===== src/rtl/tlb_op_sequencer.sv =====
// -----------------------------------------------------------------------------
// tlb_op_sequencer
//   Turns one TLB maintenance instruction from execute (TLBSRCH, TLBRD, TLBWR,
//   TLBFILL, INVTLB) into the TLB unit's CSR-side strobes. It then reports a
//   one-cycle completion to CSR/writeback.
//
//   Any op that modifies the TLB (WR/FILL/INV) first waits in QUIESCE until no
//   translation is in flight. A flush can abandon the op only while it waits
//   there. After that point the op always runs to completion.
//
//   Ports
//     clk, rst            clock; asynchronous active-low reset
//     op_valid/op_ready   request handshake (one op in flight, no back-to-back)
//     op_type/op_inv_op   op code (0 SRCH,1 RD,2 WR,3 FILL,4 INV) / INVTLB op
//     csr_index           TLBIDX.index for RD and WR
//     flush               pipeline flush; honoured only while quiescing
//     mem_quiesce         no fetch / load-store translation outstanding
//     tlb_srch_*          search result from the TLB
//     tlb_suggest_index   an invalid entry, used when tlb_has_free=1
//     tlb_has_free        at least one entry is invalid
//     tlb_rd_index        read port index (held from accept of RD)
//     tlb_wrenable/_index one-cycle write strobe and target entry
//     tlb_invtlb_*        one-cycle invalidate strobe and its op
//     done_*              completion pulse and result fields
//     exc_ine             reserved op / INVTLB op > 6, valid with done_valid
//     refetch_req         TLB was modified, refetch from next PC
// -----------------------------------------------------------------------------
module tlb_op_sequencer #(
  parameter int TLBNUM          = 16,
  parameter int TLB_INDEX_WIDTH = 4
) (
  input  logic                       clk,
  input  logic                       rst,
  input  logic                       op_valid,
  output logic                       op_ready,
  input  logic [2:0]                 op_type,
  input  logic [4:0]                 op_inv_op,
  input  logic [TLB_INDEX_WIDTH-1:0] csr_index,
  input  logic                       flush,
  input  logic                       mem_quiesce,
  input  logic                       tlb_srch_e,
  input  logic [TLB_INDEX_WIDTH-1:0] tlb_srch_index,
  input  logic [TLB_INDEX_WIDTH-1:0] tlb_suggest_index,
  input  logic                       tlb_has_free,
  output logic [TLB_INDEX_WIDTH-1:0] tlb_rd_index,
  output logic                       tlb_wrenable,
  output logic [TLB_INDEX_WIDTH-1:0] tlb_wr_index,
  output logic                       tlb_invtlb_valid,
  output logic [4:0]                 tlb_invtlb_op,
  output logic                       done_valid,
  output logic [2:0]                 done_type,
  output logic                       done_srch_hit,
  output logic [TLB_INDEX_WIDTH-1:0] done_index,
  output logic                       done_rd_load,
  output logic                       exc_ine,
  output logic                       refetch_req
);

  localparam logic [2:0] OP_SRCH = 3'd0;
  localparam logic [2:0] OP_RD   = 3'd1;
  localparam logic [2:0] OP_WR   = 3'd2;
  localparam logic [2:0] OP_FILL = 3'd3;
  localparam logic [2:0] OP_INV  = 3'd4;

  typedef enum logic [1:0] {S_IDLE, S_QUIESCE, S_EXEC, S_DONE} state_t;

  typedef struct packed {
    logic [2:0]                 typ;
    logic [4:0]                 inv_op;
    logic [TLB_INDEX_WIDTH-1:0] index;
    logic                       exc;
  } req_t;

  state_t                     state, state_nxt;
  req_t                       req_q;
  logic [TLB_INDEX_WIDTH-1:0] fill_ptr;
  logic [TLB_INDEX_WIDTH-1:0] fill_idx;
  logic [TLB_INDEX_WIDTH-1:0] rd_index_q;
  logic [TLB_INDEX_WIDTH-1:0] done_index_q;
  logic                       srch_hit_q;
  logic [2:0]                 done_type_q;
  logic                       op_illegal;
  logic                       op_modifies;
  logic                       req_modifies;
  logic                       accept;

  assign accept       = (state == S_IDLE) && op_valid;
  assign op_illegal   = (op_type > OP_INV) || ((op_type == OP_INV) && (op_inv_op > 5'd6));
  assign op_modifies  = (op_type == OP_WR) || (op_type == OP_FILL) || (op_type == OP_INV);
  assign req_modifies = (req_q.typ == OP_WR) || (req_q.typ == OP_FILL) || (req_q.typ == OP_INV);

  // Prefer an invalid entry; otherwise replace round-robin.
  assign fill_idx = tlb_has_free ? tlb_suggest_index : fill_ptr;

  // ---------------------------------------------------------------------------
  // FSM
  // ---------------------------------------------------------------------------
  always_ff @(posedge clk or negedge rst) begin
    if (!rst) state <= S_IDLE;
    else      state <= state_nxt;
  end

  always_comb begin
    state_nxt = state;
    unique case (state)
      S_IDLE: begin
        if (op_valid) begin
          if (op_illegal)       state_nxt = S_DONE;
          else if (op_modifies) state_nxt = S_QUIESCE;
          else                  state_nxt = S_EXEC;
        end
      end
      // A flush wins over mem_quiesce. Nothing has touched the TLB yet.
      S_QUIESCE: begin
        if (flush)            state_nxt = S_IDLE;
        else if (mem_quiesce) state_nxt = S_EXEC;
      end
      S_EXEC:  state_nxt = S_DONE;
      S_DONE:  state_nxt = S_IDLE;
      default: state_nxt = S_IDLE;
    endcase
  end

  // ---------------------------------------------------------------------------
  // Captured request, FILL pointer and result registers
  // ---------------------------------------------------------------------------
  always_ff @(posedge clk or negedge rst) begin
    if (!rst) begin
      req_q        <= '0;
      fill_ptr     <= '0;
      rd_index_q   <= '0;
      done_index_q <= '0;
      srch_hit_q   <= 1'b0;
      done_type_q  <= '0;
    end else begin
      if (accept) begin
        req_q.typ    <= op_type;
        req_q.inv_op <= op_inv_op;
        req_q.index  <= csr_index;
        req_q.exc    <= op_illegal;
        // The read port sees the index from EXEC onward and holds it through DONE.
        if (op_type == OP_RD) rd_index_q <= csr_index;
        if (op_illegal)       done_type_q <= op_type;
      end
      if (state == S_EXEC) begin
        done_type_q <= req_q.typ;
        if (req_q.typ == OP_SRCH) begin
          srch_hit_q   <= tlb_srch_e;
          done_index_q <= tlb_srch_index;
        end
        if (req_q.typ == OP_FILL) begin
          done_index_q <= fill_idx;
          if (!tlb_has_free)
            fill_ptr <= (fill_ptr == TLB_INDEX_WIDTH'(TLBNUM - 1)) ? '0 : fill_ptr + 1'b1;
        end
      end
    end
  end

  // ---------------------------------------------------------------------------
  // Outputs
  // ---------------------------------------------------------------------------
  assign op_ready         = (state == S_IDLE);
  assign tlb_rd_index     = rd_index_q;
  assign tlb_wrenable     = (state == S_EXEC) && ((req_q.typ == OP_WR) || (req_q.typ == OP_FILL));
  assign tlb_wr_index     = (req_q.typ == OP_FILL) ? fill_idx : req_q.index;
  assign tlb_invtlb_valid = (state == S_EXEC) && (req_q.typ == OP_INV);
  assign tlb_invtlb_op    = req_q.inv_op;

  assign done_valid    = (state == S_DONE);
  assign done_type     = done_type_q;
  assign done_srch_hit = srch_hit_q;
  assign done_index    = done_index_q;
  assign done_rd_load  = (state == S_DONE) && !req_q.exc && (req_q.typ == OP_RD);
  assign exc_ine       = (state == S_DONE) && req_q.exc;
  assign refetch_req   = (state == S_DONE) && !req_q.exc && req_modifies;

endmodule


===== config.mk =====
export PLATFORM = sky130hd
export DESIGN_NAME = tlb_op_sequencer
export DESIGN_NICKNAME = d
export VERILOG_FILES = /design/src/rtl/tlb_op_sequencer.sv
export SDC_FILE = /design/constraint.sdc
export NUM_CORES = 1
export LEC_CHECK = 0
export BUFFER_PORTS_ARGS = -buffer_cell sky130_fd_sc_hd__buf_2
export CAP_MARGIN = 20
export CELL_PAD_IN_SITES_DETAIL_PLACEMENT = 1
export CELL_PAD_IN_SITES_GLOBAL_PLACEMENT = 1
export CORE_ASPECT_RATIO = 1.5
export CORE_MARGIN = 4
export CORE_UTILIZATION = 38
export CTS_BUF_LIST = sky130_fd_sc_hd__clkbuf_16
export CTS_CLUSTER_DIAMETER = 30
export DETAILED_ROUTE_END_ITERATION = 6
export PLACE_DENSITY = 0.76
export SLEW_MARGIN = 20
export SYNTH_ARGS = -nofsm -noshare
export SYNTH_HDL_FRONTEND = slang
export SYNTH_SLANG_ARGS = --single-unit

===== constraint.sdc =====
create_clock -name clk -period 2.3 [get_ports clk]
set_input_delay 0.23 -clock clk [delete_from_list [all_inputs] [get_ports clk]]
set_output_delay 0.23 -clock clk [all_outputs]
set_load 0.05 [all_outputs]

==> results.sh, run 1 <==
export IMPL_crit_chain="and3b_1 > nor2_1 > a21oi_1 > buf_2"
export IMPL_reg2reg_to="tlb_rd_index[0]"
export IMPL_cts_resized=0
export IMPL_maxSlewHeadroom_pct=52.79
export IMPL_cts_hold_buffers=0
export IMPL_die_w_microns=61.15
export IMPL_synth_top_cells_by_count="dfrtp_1, mux2_2, mux2i_1"
export IMPL_worst_hold_slack_ns=-0.001014
export IMPL_critical_path_max_fanout=12
export IMPL_max_slew_worst_pin_slew_ns=0.7081
export IMPL_grt_first_pass_wirelength_microns=6962
export IMPL_coreArea_sq_um=4029
export IMPL_chipHeight_microns=87.73
export IMPL_grt_pass1_vias=1415
export IMPL_vias=1280
export IMPL_syn_nets=170
export IMPL_synthArstFlopShare_pct=100.0
export IMPL_reg2reg_from="state[0]"
export IMPL_cts_sinks=31
export IMPL_r2r_slack_ns=0.54
export IMPL_skew_ns=0.005685
export IMPL_hold_violations=1
export IMPL_setup_viol=0
export IMPL_max_freq_mhz=490.8
export IMPL_dieArea_sq_um=5364
export IMPL_cap_violations=0
export IMPL_slowest_delay_ns=0.56
export IMPL_status="complete, but fails checks"
export IMPL_post_cts_buffers=0
export IMPL_worst_ep_arrival_time_ns=1.81
export IMPL_via_per_inst=5.333
export IMPL_cts_clk_slew_worst_paths_ns=0.05
export IMPL_drtAntennaViolNets=0
export IMPL_antenna_found_initial=0
export IMPL_violations="negative hold slack"
export IMPL_clkLatencyLatePin_ns=0.28
export IMPL_placementRows=28
export IMPL_pin_count=55
export IMPL_critPathCaptureType="primary output"
export IMPL_antenna_cells=0
export IMPL_grt_util_all_layers_pct=17.56
export IMPL_crit_buf_inv=1
export IMPL_avgSynthCellArea_sq_um=11.34
export IMPL_required_ns=2.07
export IMPL_rr_worst_depth=3
export IMPL_synthCells=142
export IMPL_worst_setup_path_start_kind="flip-flop"
export IMPL_synth_edff_count=0
export IMPL_synth_flop_cell="dfrtp_1"
export IMPL_cp_top_family="simple AND/OR/NAND/NOR gates"
export IMPL_synthToLayoutAreaGrowth_pct=26.65
export IMPL_maxSlewViolCount=0
export IMPL_start_util_pct=39.97
export IMPL_cts_made_buffers=5
export IMPL_grt_overflow=0
export IMPL_routedWlPerCell_microns=17.38
export IMPL_root_buffer="clkbuf_16"
export IMPL_synth_most_common_cell="dfrtp_1"
export IMPL_ys_warnings_count=0
export IMPL_place_hpwl_microns=3261
export IMPL_first_pass_iters=4
export IMPL_layout_drive_gt1_share_pct=45.13
export IMPL_drt_iter0_markers=43
export IMPL_netlist_area_sq_um=1610
export IMPL_nets=222
export IMPL_cts_tree="built"
export IMPL_cellPowerDensity_nw_per_um2=1753
export IMPL_fin_setup_tns_ns=0
export IMPL_clk_path_buf_depth=2
export IMPL_grt_setup_unrepaired="no"
export IMPL_synth_cell_types=40
export IMPL_numPortBuffers=54
export IMPL_htreeDepth=2
export IMPL_synth_top_area_cell="dfrtp_1"
export IMPL_netlist_top_cells_area="dfrtp_1, mux2_2, mux2i_1"
export IMPL_drc=0
export IMPL_grt_max_degree=32
export IMPL_leakagePower_nw=1.020
export IMPL_synth_seq_area_share_pct=48.17
export IMPL_finalCritPeriodShare_pct=88.59
export IMPL_ys_ff_latch=31
export IMPL_hp_class="in2async"
export IMPL_ir_drop_v=0.0008975
export IMPL_path_class="reg2out"
export IMPL_crit_slowest_cell="and3b_1"
export IMPL_synth_top_cell_area_share_pct=48.17
export IMPL_place_gp_congestion=0.7740
export IMPL_min_period_ns=2.037
export IMPL_totalWireLength_microns=4170
routing by layer:
layer	up-vias	wire length (microns)	global-route usage [%]
met5	-	0	0
met2	32	2356	31.21
met4	0	56	5.720
li1	602	-	-
met3	5	190	4.867
met1	641	1566	19.57
metrics by stage:
stage               instances  worst slack, ns  power (mW)  area (sq um)  utilization [%]
global route              240          0.09949       3.800          2039            50.62
CTS                       240           0.2578       3.617          2039            50.62
detailed placement        232           0.5472       2.988          1903            47.24
global placement          232           0.5890       2.925          1903            47.24
floorplan                 142           0.1780       2.559          1617                -
finish                    240           0.2625       3.576          2039            50.62
final cells by class:
type | instances | area [sq um]
Multi-Input combinational cell | 92 | 748.2
Sequential cell | 31 | 775.7
Inverter | 6 | 22.52
Clock buffer | 5 | 125.1
Clock inverter | 3 | 11.26
Timing Repair Buffer | 58 | 300.3
Tap cell | 45 | 56.30
Fill cell | 450 | 1989
worst max path at each step:
stage                     cells after the start         endpoint       from  slack (ns)
after floorplan                               6  tlb_wr_index[0]  req_q[12]        0.18
after global placement                        3  tlb_rd_index[1]   state[0]        0.59
after detailed placement                      3  tlb_rd_index[0]   state[0]        0.55
after CTS                                     4  tlb_wr_index[2]  req_q[12]        0.26
after global routing                          4  tlb_wr_index[1]  req_q[11]         0.1
final                                         4  tlb_wr_index[1]  req_q[12]        0.26
placed cells by master, fill, tap and decap left out, drive strengths merged, types with 2 or more instances in the layout:
cell / synthesis / final
buf: 8 / 58
dfrtp: 31 / 31
mux2: 22 / 22
mux2i: 9 / 9
nor2: 8 / 8
inv: 6 / 7
a21oi: 6 / 6
nand2: 5 / 5
clkbuf: 5 / 5
nand2b: 4 / 4
o21ai: 3 / 3
nor2b: 3 / 3
a22oi: 3 / 3
and3: 2 / 2
nor3: 2 / 2
and2: 2 / 2
o22ai: 2 / 2
nand4b: 2 / 2
clkinv: 0 / 2
kinds of logic (layout without fill, tap and decap cells):
family                   after synthesis  count (layout)  synth area share [%]
AND/OR/NAND/NOR                       37              37                 13.75
adder cells (fa/ha/maj)                1               1                0.7769
AO/OA/AOI/OAI                         22              22                 9.092
XOR/XNOR                               1               1                0.5440
flip-flops                            31              31                 48.17
buffers and inverters                 19              72                 5.750
multiplexers                          31              31                 21.91
report_power, final:
| group | total (mW) | leakage (nW) | internal (mW) | switching [mW] |
|---|---|---|---|---|
| Clock | 0.613 | 0.0701 | 0.388 | 0.225 |
| Combinational | 1.95 | 0.573 | 0.610 | 1.34 |
| Sequential | 1.01 | 0.377 | 0.807 | 0.201 |
| Total | 3.58 | 1.02 | 1.80 | 1.77 |
sequential cells by signal (all words and copies together), names as in the netlist:
signal and flops:
done_index 4, tlb_invtlb_op 5, fill_ptr 4, state 2, done_srch_hit 1, done_type 3, tlb_rd_index 4, req_q 8
No activity file was read; power rests on OpenSTA's default activity.
==> run 2, diff against run 1 <==
--- a/config.mk
+++ b/config.mk
@@ -10,11 +10,11 @@
 export CELL_PAD_IN_SITES_DETAIL_PLACEMENT = 1
 export CELL_PAD_IN_SITES_GLOBAL_PLACEMENT = 1
 export CORE_ASPECT_RATIO = 1.5
-export CORE_MARGIN = 4
 export CORE_UTILIZATION = 38
 export CTS_BUF_LIST = sky130_fd_sc_hd__clkbuf_16
 export CTS_CLUSTER_DIAMETER = 30
 export DETAILED_ROUTE_END_ITERATION = 6
+export HOLD_SLACK_MARGIN = 0.12
 export PLACE_DENSITY = 0.76
 export SLEW_MARGIN = 20
 export SYNTH_ARGS = -nofsm -noshare
==> results.sh, run 2 (synthesis gave the netlist of run 1 again) <==
export IMPL_drc=0
export IMPL_worst_ep_arrival_time_ns=1.84
export IMPL_synthToLayoutAreaGrowth_pct=27.27
export IMPL_grt_pass1_vias=1407
export IMPL_via_per_inst=5.349
export IMPL_cts_sinks=31
export IMPL_cts_made_buffers=5
export IMPL_max_freq_mhz=482.5
export IMPL_finalCritPeriodShare_pct=90.11
export IMPL_root_buffer="clkbuf_16"
export IMPL_final_common_cell="buf_2"
export IMPL_antenna_cells=0
export IMPL_r2r_slack_ns=0.54
export IMPL_vias=1289
export IMPL_routedWlPerCell_microns=16.38
export IMPL_grt_max_degree=32
export IMPL_cellPowerDensity_nw_per_um2=1743
export IMPL_largest_register_ffs=8
export IMPL_worst_setup_path_start_kind="flip-flop"
export IMPL_fin_setup_tns_ns=0
export IMPL_grt_util_all_layers_pct=20.53
export IMPL_nFillCells=476
export IMPL_drtAntennaViolNets=0
export IMPL_maxSlewHeadroom_pct=52.95
export IMPL_placementRows=28
export IMPL_setup_viol=0
export IMPL_hold_violations=0
export IMPL_min_period_ns=2.073
export IMPL_chipHeight_microns=81.73
export IMPL_maxSlewViolCount=0
export IMPL_post_cts_buffers=0
export IMPL_path_class="reg2out"
export IMPL_antenna_found_initial=0
export IMPL_nets=223
export IMPL_leakagePower_nw=1.024
export IMPL_power_mw=3.571
export IMPL_critical_path_max_fanout=12
export IMPL_regMostFlops="req_q"
export IMPL_grt_setup_unrepaired="no"
export IMPL_max_slew_worst_pin_slew_ns=0.7058
export IMPL_coreArea_sq_um=3994
export IMPL_layout_drive_gt1_share_pct=44.90
export IMPL_start_util_pct=40.32
export IMPL_mostFrequentLayoutCells="buf_2, dfrtp_1, mux2_2, mux2i_1, nor2_1"
export IMPL_numPortBuffers=54
export IMPL_place_gp_congestion=0.7486
export IMPL_totalWireLength_microns=3948
export IMPL_startpoint="req_q[11]"
export IMPL_status="completed"
export IMPL_hp_class="in2reg"
export IMPL_skew_ns=0.007492
export IMPL_first_pass_iters=4
export IMPL_required_ns=2.07
export IMPL_cts_tree="built"
export IMPL_ir_drop_v=0.001255
export IMPL_place_hpwl_microns=3008
export IMPL_hp_start="tlb_srch_e"
export IMPL_die_w_microns=55.15
export IMPL_drt_iter0_markers=17
export IMPL_pin_count=55
export IMPL_cap_violations=0
export IMPL_grt_overflow=0
export IMPL_grt_first_pass_wirelength_microns=6354
export IMPL_worst_hold_slack_ns=0.1915
export IMPL_clk_path_buf_depth=2
export IMPL_htreeDepth=2
export IMPL_reg2reg_from="state[0]"
export IMPL_clkLatencyLatePin_ns=0.28
export IMPL_cts_clk_slew_worst_paths_ns=0.05
export IMPL_dieArea_sq_um=4507
export IMPL_critPathCaptureType="primary output"
run 2: path summary, 6_finish.rpt:
path,cells past startpoint,endpoint
min reg2reg,1,done_srch_hit
max,4,tlb_wr_index[1]
max in group asynchronous,2,done_type[2]
max reg2reg,3,tlb_rd_index[2]
min in group asynchronous,2,done_index[3]
min,2,done_srch_hit
run 2: routing by layer:
| metal | part of all wire [%] | GRT usage (%) | up-vias | wire, microns |
|---|---|---|---|---|
| li1 | - | - | 605 | - |
| met5 | 0 | 0 | - | 0 |
| met3 | 4.3 | 5.741 | 8 | 168 |
| met1 | 39 | 21.36 | 640 | 1557 |
| met2 | 54 | 35.78 | 36 | 2113 |
| met4 | 2.7 | 10.75 | 0 | 108 |
run 2: worst max-delay path, cell delays in order (launching register included):
cell     delay [ns]
dfrtp_1        0.49
and3b_1        0.53
nor2_1         0.08
a21oi_1        0.17
buf_2          0.29
run 2: report_power, final:
group	total, mW	internal, mW	switching, mW
Clock	0.612	0.388	0.224
Sequential	1.01	0.807	0.206
Combinational	1.95	0.612	1.33
Total	3.57	1.81	1.76
run 2: final cells by class:
class / instances / area (sq um) / share of cell area [%]
clock buffers: 5 / 125.1 / 6.105
multi-input cells: 92 / 748.2 / 36.51
inverters: 6 / 22.52 / 1.099
flip-flops and latches: 31 / 775.7 / 37.85
clock inverters: 3 / 11.26 / 0.5494
well taps: 45 / 56.30 / 2.747
repair buffers: 59 / 310.3 / 15.14
run 2: through the flow:
stage / utilization [%] / instances / setup slack [ns] / instance area, sq um
CTS: 51.32 / 241 / 0.2076 / 2049
global route: 51.32 / 241 / 0.1043 / 2049
global placement: 47.65 / 232 / 0.5500 / 1903
finish: 51.32 / 241 / 0.2274 / 2049
detailed placement: 47.65 / 232 / 0.5328 / 1903
floorplan: - / 142 / 0.1780 / 1617
run 2: timing repair:
item	4_1_cts	5_1_grt
endpoints found under the hold margin	31	0
hold buffers	1	0
resized for setup	0	0
==> run 3, diff against run 2 <==
--- a/config.mk
+++ b/config.mk
@@ -12,10 +12,11 @@
 export CORE_ASPECT_RATIO = 1.5
 export CORE_UTILIZATION = 38
 export CTS_BUF_LIST = sky130_fd_sc_hd__clkbuf_16
-export CTS_CLUSTER_DIAMETER = 30
+export CTS_CLUSTER_DIAMETER = 80
+export CTS_CLUSTER_SIZE = 40
 export DETAILED_ROUTE_END_ITERATION = 6
 export HOLD_SLACK_MARGIN = 0.12
-export PLACE_DENSITY = 0.76
+export PLACE_DENSITY_LB_ADDON = 0.1
 export SLEW_MARGIN = 20
 export SYNTH_ARGS = -nofsm -noshare
 export SYNTH_HDL_FRONTEND = slang
==> results.sh, run 3 (synthesis gave the netlist of run 1 again) <==
export IMPL_first_pass_iters=4
export IMPL_worst_setup_path_start_kind="flip-flop"
export IMPL_place_gp_congestion=0.7428
export IMPL_chipHeight_microns=81.73
export IMPL_synthToLayoutAreaGrowth_pct=27.35
export IMPL_p_switching_mw=1.742
export IMPL_setup_viol=0
export IMPL_root_buffer="clkbuf_16"
export IMPL_htreeDepth=2
export IMPL_status="completed"
export IMPL_grt_util_all_layers_pct=20.53
export IMPL_numPortBuffers=54
export IMPL_fin_setup_tns_ns=0
export IMPL_r2r_slack_ns=0.54
export IMPL_dieArea_sq_um=4507
export IMPL_path_class="reg2out"
export IMPL_grt_max_degree=32
export IMPL_crit_slowest_cell="and3b_1"
export IMPL_rr_worst_depth=3
export IMPL_grt_first_pass_wirelength_microns=6465
export IMPL_hp_class="in2reg"
export IMPL_regMostFlops="req_q"
export IMPL_cap_violations=0
export IMPL_start_util_pct=40.32
export IMPL_placementRows=28
export IMPL_mostFrequentLayoutCells="buf_2, dfrtp_1, mux2_2, mux2i_1"
export IMPL_drtAntennaViolNets=0
export IMPL_cts_made_buffers=5
export IMPL_via_per_inst=5.307
export IMPL_grt_overflow=0
export IMPL_nets=223
export IMPL_hp_start="tlb_srch_e"
export IMPL_max_freq_mhz=495.8
export IMPL_switching_share_pct=49.08
export IMPL_grt_setup_unrepaired="no"
export IMPL_worst_ep_arrival_time_ns=1.79
export IMPL_cts_clk_slew_worst_paths_ns=0.05
export IMPL_clk_path_buf_depth=2
export IMPL_coreArea_sq_um=3994
export IMPL_drt_iter0_markers=12
export IMPL_whs_path_depth=2
export IMPL_whs_endpoint="done_srch_hit"
export IMPL_cts_sinks=31
export IMPL_maxSlewHeadroom_pct=50.70
export IMPL_cellPowerDensity_nw_per_um2=1731
export IMPL_hold_violations=0
export IMPL_cts_tree="built"
export IMPL_crit_chain="and3b_1 > nor2_1 > a21oi_1 > buf_2"
export IMPL_place_hpwl_microns=3019
export IMPL_min_period_ns=2.017
export IMPL_skew_ns=0.005037
export IMPL_reg2reg_from="state[0]"
export IMPL_post_cts_buffers=0
export IMPL_grt_pass1_vias=1391
export IMPL_antenna_cells=0
export IMPL_largest_register_ffs=8
export IMPL_critPathCaptureType="primary output"
export IMPL_reg2reg_to="tlb_rd_index[3]"
export IMPL_pin_count=55
export IMPL_routedWlPerCell_microns=16.35
export IMPL_die_w_microns=55.15
export IMPL_ir_drop_v=0.001030
export IMPL_vias=1279
export IMPL_finalWorstSetupSlack_ns=0.2829
export IMPL_max_slew_worst_pin_slew_ns=0.7396
export IMPL_slowest_delay_ns=0.56
export IMPL_intPower_mw=1.807
export IMPL_layout_drive_gt1_share_pct=45.41
export IMPL_place_ws_ns=0.5318
export IMPL_totalWireLength_microns=3940
export IMPL_maxSlewViolCount=0
export IMPL_drc=0
export IMPL_required_ns=2.07
export IMPL_finalCritPeriodShare_pct=87.70
export IMPL_leakagePower_nw=1.030
export IMPL_pwr_share_clk_pct=17.1
export IMPL_pwr_share_comb_pct=54.7
export IMPL_critical_path_max_fanout=12
export IMPL_power_mw=3.549
export IMPL_seq_power_share_pct=28.2
export IMPL_final_common_cell="buf_2"
export IMPL_antenna_found_initial=0
export IMPL_clkLatencyLatePin_ns=0.27
-- run 3: worst max-delay path by stage --
stage,start,cells past startpoint,to,slack [ns]
2_1_floorplan,req_q[12],6,tlb_wr_index[0],0.18
3_3_place_gp,req_q[12],4,tlb_wr_index[1],0.59
3_5_place_dp,state[0],3,tlb_rd_index[3],0.53
4_1_cts,req_q[12],4,tlb_wr_index[0],0.26
5_1_grt,req_q[12],4,tlb_wr_index[0],0.14
6_report,req_q[12],4,tlb_wr_index[0],0.28
-- run 3: per-stage QoR --
step	util (%)	hold WS, ns	std cells	area, sq um
6_report	51.35	0.1879	241	2051
5_1_grt	51.35	0.1864	241	2051
4_1_cts	51.35	0.1834	241	2051
3_5_place_dp	47.65	0.3328	232	1903
3_3_place_gp	47.65	0.3041	232	1903
2_1_floorplan	-	-0.06559	142	1617
-- run 3: area by class of cell --
| class | count | area [sq um] |
|---|---|---|
| timing repair buffer | 59 | 310.3 |
| inverter | 6 | 22.52 |
| multi-input combinational | 92 | 748.2 |
| clock buffer | 5 | 125.1 |
| fill | 479 | 1943 |
| clock inverter | 3 | 12.51 |
| sequential | 31 | 775.7 |
| tap | 45 | 56.30 |
-- run 3: routing by layer --
layer  wire [microns]  vias to the layer above  share of wire, %  track usage (%)
li1                 -                      604                 -                -
met1             1543                      631                39            21.24
met2             2143                       36                54            37.35
met3              175                        8               4.4            4.630
met4               78                        0               2.0            9.250
met5                0                        -                 0                0
-- run 3: power by group through the flow --
stage / Sequential, mW / Combinational (mW) / Clock (mW)
finish: 1.00 / 1.94 / 0.607
global route: 1.04 / 2.07 / 0.647
CTS: 1.00 / 1.96 / 0.626
detailed placement: 1.01 / 1.96 / 0
global placement: 0.998 / 1.92 / 0
floorplan: 1.32 / 1.24 / 0
-- run 3: critical path: cells and delay by family (launching register included) --
kind | cells | cell delay (ns)
AND/OR/NAND/NOR | 2 | 0.66
flip-flops | 1 | 0.46
buffers and inverters | 1 | 0.27
AO/OA/AOI/OAI | 1 | 0.12
-- run 3: what timing repair did --
item	4_1_cts	5_1_grt
hold buffers	1	0
resized for setup	0	0
endpoints found under the hold margin	31	0
